$ cat config.mk
export PLATFORM = sky130hd
export DESIGN_NAME = interval_timer_ctrl
export DESIGN_NICKNAME = d
export VERILOG_FILES = /design/src/rtl/interval_timer_ctrl.sv
export SDC_FILE = /design/constraint.sdc
export NUM_CORES = 1
export LEC_CHECK = 0
export CAP_MARGIN = 25
export CORE_UTILIZATION = 60
export CTS_BUF_LIST = sky130_fd_sc_hd__clkbuf_4 sky130_fd_sc_hd__clkbuf_8
export DETAILED_ROUTE_END_ITERATION = 7
export DONT_BUFFER_PORTS = 1
export PLACE_DENSITY = 0.76
export SYNTH_ARGS = -nofsm -noshare
export SYNTH_HDL_FRONTEND = slang
export SYNTH_SLANG_ARGS = --single-unit
$ cat constraint.sdc
create_clock -name clk -period 7 [get_ports clk]
set_input_delay 1.4 -clock clk [delete_from_list [all_inputs] [get_ports clk]]
set_output_delay 1.4 -clock clk [all_outputs]
set_load 0.1 [all_outputs]
$ cat src/rtl/interval_timer_ctrl.sv
// Interval-timer controller: sequences a counter from a start bound to an end bound, in one-shot or periodic mode.
// Define INTERVAL_TIMER_PAUSE_EN to add the pause port and the PAUSED state.
module interval_timer_ctrl #(
    parameter int COUNT_WIDTH = 8
) (
    input  logic                   clk,
    input  logic                   rst,
    input  logic                   cfg_valid,
    output logic                   cfg_ready,
    input  logic [COUNT_WIDTH-1:0] cfg_from,
    input  logic [COUNT_WIDTH-1:0] cfg_to,
    input  logic                   cfg_periodic,
    input  logic                   start,
    input  logic                   stop,
    input  logic                   tick,
`ifdef INTERVAL_TIMER_PAUSE_EN
    input  logic                   pause,
`endif
    output logic [COUNT_WIDTH-1:0] count,
    output logic                   busy,
    output logic                   done,
    output logic                   err
);

    typedef enum logic [1:0] {
        S_IDLE,
        S_RUN,
        S_DONE
`ifdef INTERVAL_TIMER_PAUSE_EN
        , S_PAUSED
`endif
    } state_t;

    state_t                 state_q, state_d;
    logic [COUNT_WIDTH-1:0] count_q, count_d;
    logic [COUNT_WIDTH-1:0] from_q, from_d;
    logic [COUNT_WIDTH-1:0] to_q, to_d;
    logic                   periodic_q, periodic_d;
    logic                   busy_q, busy_d;
    logic                   done_q, done_d;
    logic                   err_q, err_d;
    logic                   cfg_ready_q, cfg_ready_d;

    logic                   cfg_xfer;
    logic [COUNT_WIDTH-1:0] eff_from, eff_to;

    // A configuration arriving in the same cycle as start takes effect immediately.
    assign cfg_xfer = cfg_valid & cfg_ready_q;
    assign eff_from = cfg_xfer ? cfg_from : from_q;
    assign eff_to   = cfg_xfer ? cfg_to   : to_q;

    always_comb begin
        state_d    = state_q;
        count_d    = count_q;
        from_d     = from_q;
        to_d       = to_q;
        periodic_d = periodic_q;
        done_d     = 1'b0;
        err_d      = 1'b0;

        if (cfg_xfer) begin
            from_d     = cfg_from;
            to_d       = cfg_to;
            periodic_d = cfg_periodic;
        end

        case (state_q)
            S_IDLE, S_DONE: begin
                if (stop) begin
                    state_d = S_IDLE;
                end else if (start) begin
                    if (eff_from > eff_to) begin
                        err_d = 1'b1;
                    end else begin
                        state_d = S_RUN;
                        count_d = eff_from;
                    end
                end
            end
            S_RUN: begin
                if (stop) begin
                    state_d = S_IDLE;
`ifdef INTERVAL_TIMER_PAUSE_EN
                end else if (pause) begin
                    state_d = S_PAUSED;
`endif
                end else if (tick) begin
                    // Terminal detection by compare so that to = all-ones never wraps.
                    if (count_q == to_q) begin
                        done_d = 1'b1;
                        if (periodic_q) begin
                            count_d = from_q;
                        end else begin
                            state_d = S_DONE;
                        end
                    end else begin
                        count_d = count_q + 1'b1;
                    end
                end
            end
`ifdef INTERVAL_TIMER_PAUSE_EN
            S_PAUSED: begin
                if (stop) begin
                    state_d = S_IDLE;
                end else if (!pause) begin
                    state_d = S_RUN;
                end
            end
`endif
            default: begin
                state_d = S_IDLE;
            end
        endcase

        busy_d      = (state_d != S_IDLE) && (state_d != S_DONE);
        cfg_ready_d = (state_d == S_IDLE) || (state_d == S_DONE);
    end

    always_ff @(posedge clk or posedge rst) begin
        if (rst) begin
            state_q     <= S_IDLE;
            count_q     <= '0;
            from_q      <= '0;
            to_q        <= '1;
            periodic_q  <= 1'b0;
            busy_q      <= 1'b0;
            done_q      <= 1'b0;
            err_q       <= 1'b0;
            cfg_ready_q <= 1'b1;
        end else begin
            state_q     <= state_d;
            count_q     <= count_d;
            from_q      <= from_d;
            to_q        <= to_d;
            periodic_q  <= periodic_d;
            busy_q      <= busy_d;
            done_q      <= done_d;
            err_q       <= err_d;
            cfg_ready_q <= cfg_ready_d;
        end
    end

    assign count     = count_q;
    assign busy      = busy_q;
    assign done      = done_q;
    assign err       = err_q;
    assign cfg_ready = cfg_ready_q;

endmodule

Word level (Yosys, flattened, before mapping)
Index checks and enable logic that the tools add are counted.
{"block": "word_totals", "reg_bits": 31, "in_bits": 23, "output_inout_bits": 12, "word_cells": 57}
{"block": "op_classes", "add_sub_neg": 1, "n_lt_le_gt_ge": 1, "n_eq_ne": 11, "n_mux": 26, "n_bitwise": 1, "reduce_logical": 8}
{"operator": "2-to-1 mux 8 bit", "count": 9}
{"operator": "case mux 8 bit (2 select lines)", "count": 1}
{"operator": "2-to-1 mux 2 bit", "count": 7}
{"operator": "inequality test 2 bit (second input constant)", "count": 6}
{"operator": "adder 8 x 1 -> 8 bit (second input constant)", "count": 1}
{"operator": "equality test 8 bit", "count": 1}
{"operator": "greater-than comparator 8 bit", "count": 1}
{"operator": "2-to-1 mux 1 bit", "count": 8}
{"operator": "AND reduction 7 bit", "count": 1}
{"operator": "equality test 2 bit (second input constant)", "count": 2}
{"operator": "zero test 2 bit", "count": 2}
{"operator": "case mux 2 bit (2 select lines)", "count": 1}
{"operator": "nonzero test 2 bit", "count": 2}
{"operator": "inequality test 3 bit (second input constant)", "count": 1}
{"operator": "equality test 2 x 1 -> 1 bit (second input constant)", "count": 1}
{"operator": "OR reduction 2 bit", "count": 1}
{"operator": "AND 1 bit", "count": 1}
{"operator": "logical AND 1 bit", "count": 1}
{"operator": "logical OR 1 bit", "count": 1}

Longest topological paths before layout
{"block": "depth", "depth_word": 9, "depth_mapped": 10, "depth_no_buf": 9}

Least setup slack after synthesis
Ideal clock, no wire load.
{"block": "synth_timing", "kind": "input port to flip-flop", "startpoint": "input cfg_valid", "endpoint": "register count_q[2] (netlist: count[2])", "setup_ns": 0.126, "arrival_time_ns": 3.681, "t_required_ns": 6.874, "path_slack_ns": 3.193, "stages": 9, "n_path_buf": 1, "cell_sequence": "nand2_1 -> buf_2 -> mux2_2 -> ha_1 -> and4_1 -> and2b_1 -> o31ai_1 -> a211oi_4 -> mux2_2"}
{"block": "synth_between", "elab_cells_between_ends": 10, "classes_between": "order compare (1); eq/ne (1); mux (6); bitwise (1); reduce/logical (1)"}
{"element": "start, declared", "line": "8", "text": "input logic cfg_valid,"}
{"element": "AND 1 bit", "line": "48", "text": "assign cfg_xfer = cfg_valid & cfg_ready_q;"}
{"element": "2-to-1 mux 8 bit"}
{"element": "via eff_to[0]", "line": "45", "text": "logic [COUNT_WIDTH-1:0] eff_from, eff_to;"}
{"element": "greater-than comparator 8 bit", "line": "72", "text": "if (eff_from > eff_to) begin"}
{"element": "inequality test 2 bit (no line)"}
{"element": "AND reduction 7 bit (no line)"}
{"element": "end signal, assigned", "line": "132", "text": "count_q <= count_d;"}
{"element": "end, declared", "line": "35", "text": "logic [COUNT_WIDTH-1:0] count_q, count_d;"}
The timed path passes the listed nets, and every way through them passes these cells. The select of a mux whose other input is x is not followed.
A chain may end at the register's enable or synchronous reset.

Worst setup path after layout
{"block": "layout_timing", "startpoint": "input cfg_valid", "endpoint": "register count_q[5] (netlist: count[5])"}
{"block": "layout_between", "elab_cells_between_ends": 10, "classes_between": "order compare (1); eq/ne (1); mux (6); bitwise (1); reduce/logical (1)"}
{"element": "AND 1 bit", "line": "48"}
{"element": "2-to-1 mux 8 bit"}
{"element": "via eff_from[7]", "line": "45"}
{"element": "greater-than comparator 8 bit", "line": "72"}
{"element": "inequality test 2 bit (no line)"}
{"element": "AND reduction 7 bit (no line)"}
The timed path passes the listed nets, and every way through them passes these cells. The select of a mux whose other input is x is not followed.

==> out/metrics.yaml <==
violations: "design-rule violations"
clk_latency_ns: 0.33
fin_skew_ns: 0.00705
cts_made_buffers: 5
layout_commonest_cell: "dfrtp_1"
ant_nets: 0
synth-adder-area-share_pct: 6.02
die_w_um: 57.8
maxSlewHeadroom_pct: 28.6
max_freq_ghz: 0.246
cts_htree_levels: 2
cp-start-kind: "input pin"
met1_usage_pct: 32.8
hold_start: "from_q[5]$_DFF_PP0_"
clk_path_buf_depth: 2
final_area_um2: 2010
core.rowCount: 19
synthArstFlopShare_pct: 100
n_fill_cell: 222
grt.busiest_layer: "met2"
fin_crit_sh_pct: 58.1
grt_overflow: 0
dieArea_um2: 3340
grt_pass1_wl_um: 6530
drt_iter0_markers: 47
synth_cell_types: 42
io_buffer_count: 0
first_global_vias: 1418
start_util_pct: 65.5
arrival_ns: 4.28
die_h_um: 57.8
cts_root_buf: "clkbuf_4"
timing.rr.end: "count[5]$_DFFE_PP0P_"
ys_seq_area_share_pct: 42.1
synth_xor_area_share_pct: 6.56
drc: 3
io_pins: 35
rsz0062_at_grt: "no"
layout.nets: 207
setup_violations: 0
syn_area_per_cell_um2: 11.1
synth_compound_area_share_pct: 13.4
clock_sinks: 31
dpl_cell_area_um2: 1950
drtPass1Iterations: 6
drive_gt1_share_pct: 25.0
min_path_cells: 1
hp-class: "flop to flop"
synth-edff-count: 0
syn_inst: 169
path_clk_slew_ns: 0.09
maxCapViolations: 0
dominantRegCellSynth: "dfrtp_1"
postCtsHoldBufs: 0
antenna_found_initial: 0
end_kind: "flop"
tns_ns: 0
synth_top_family_by_area: "simple AND/OR/NAND/NOR gates"
dpl.hpwl_um: 2980
report.final.slew_viol_count: 0
area_delta_synth_final_pct: 7.36
place.gp.congestion: 0.804
vias_per_cell: 6.48
min_period_ns: 4.06
drt-total-wl_um: 3930
regToRegStartpoint: "cfg_ready$_DFF_PP1_"
grtUsageMet3_pct: 6.92
synthMuxAreaShare_pct: 14.5
status: "finished with violations"
cts_tree: "built"
post-cts-setup-buffers: 0
crit_fanout: 17
post_cts_resized: 0
rr_worst_depth: 8
ys_warn_count: 0
core_area_um2: 2850
grt_usage_pct: 26.5
num_vias: 1342
synth_seq_cells: 31
min_to: "from_q[5]$_DFF_PP0_"
grt_max_degree: 18
rrSetupSlack_ns: 3.04
use_met2_pct: 43.5
hold_viol_final: 0
diodes: 0
syn_nets: 201
cp.required_ns: 7.21
synth-simple-area-share_pct: 14.7
final_cell_mix: "22 x dfrtp_1, 16 x mux2_2, 10 x xnor2_1, 10 x a21oi_1, 10 x inv_1"
worstMarginPinSlew_ns: 1.07
wire_per_inst_um: 19.0
syn_area_um2: 1870
worst-setup-path-type: "input pin to flop"
[kinds of logic (layout without fill, tap and decap cells)]
kind of cell	count (synthesis)	count (layout)
xor+xnor	14	14
fa+ha+maj	9	9
mux	24	24
buf+inv	13	20
compound gates	35	35
simple gates	43	43
flops	31	31
[routing by layer]
metal | up-vias | share of wire [%]
met5 | - | 0
met2 | 32 | 50
met1 | 670 | 43
met3 | 10 | 4.6
met4 | 0 | 2.2
li1 | 630 | -
[synth_stat cells (2+ instances only)]
cell | count | area (um^2)
a21o_1 | 3 | 22.5
a21oi_1 | 10 | 50.1
a31oi_1 | 3 | 18.8
and3_1 | 2 | 12.5
and4_1 | 2 | 17.5
dfrtp_1 | 22 | 551
dfstp_2 | 9 | 236
ha_1 | 9 | 113
inv_1 | 10 | 37.5
mux2_2 | 16 | 180
mux2_4 | 2 | 30.0
mux2i_1 | 6 | 60.1
nand2_1 | 8 | 30.0
nand2b_1 | 6 | 37.5
nand3_1 | 7 | 35.0
nor2_1 | 3 | 11.3
nor2b_1 | 2 | 12.5
nor3_1 | 5 | 25.0
o211ai_1 | 2 | 15.0
o21ai_0 | 3 | 15.0
o31ai_1 | 4 | 30.0
o32ai_1 | 3 | 26.3
xnor2_1 | 10 | 87.6
xor2_1 | 4 | 35.0
[cell type report]
| type | count | area [um^2] | area share, % |
|---|---|---|---|
| multi-input cells | 125 | 1030 | 51.4 |
| repair buffers | 2 | 55.1 | 2.74 |
| clock inverters | 1 | 5.00 | 0.249 |
| inverters | 10 | 37.5 | 1.87 |
| flip-flops and latches | 31 | 787 | 39.2 |
| well taps | 31 | 38.8 | 1.93 |
| clock buffers | 7 | 52.6 | 2.62 |
[worst max path at each step]
stage / startpoint / endpoint / slack (ns) / cells after the start
after CTS: cfg_valid / count[5]$_DFFE_PP0P_ / 2.99 / 8
after floorplan: cfg_valid / count[2]$_DFFE_PP0P_ / 3.19 / 9
after global routing: cfg_valid / count[5]$_DFFE_PP0P_ / 2.81 / 8
final: cfg_valid / count[5]$_DFFE_PP0P_ / 2.94 / 8
after detailed placement: cfg_valid / count[5]$_DFFE_PP0P_ / 2.65 / 8
after global placement: cfg_valid / count[4]$_DFFE_PP0P_ / 2.75 / 8
[worst max-delay path, cell delays in order]
cell,delay [ns]
nand2_1,0.60
mux2_2,0.45
ha_1,0.33
nand4_1,0.19
and2b_1,0.27
o31ai_1,0.11
a211oi_4,0.52
mux2_2,0.41
[metrics by stage]
stage,cells,utilization (%),hold WS [ns],worst slack [ns]
6_report,207,70.4,0.551,2.94
5_1_grt,207,70.4,0.583,2.81
4_1_cts,207,70.4,0.554,2.99
3_5_place_dp,199,68.3,0.538,2.65
3_3_place_gp,197,66.4,0.523,2.75
2_1_floorplan,169,-,0.502,3.19
[flip-flops by register name, summed over array words and instances, names as in the netlist]
name,count
from_q,8
periodic_q,1
cfg_ready,1
busy,1
count,8
err,1
done,1
to_q,8
state_q,2
Power is not shown: default switching activity piles up to over one toggle a cycle in this logic, so the estimate is an artifact.
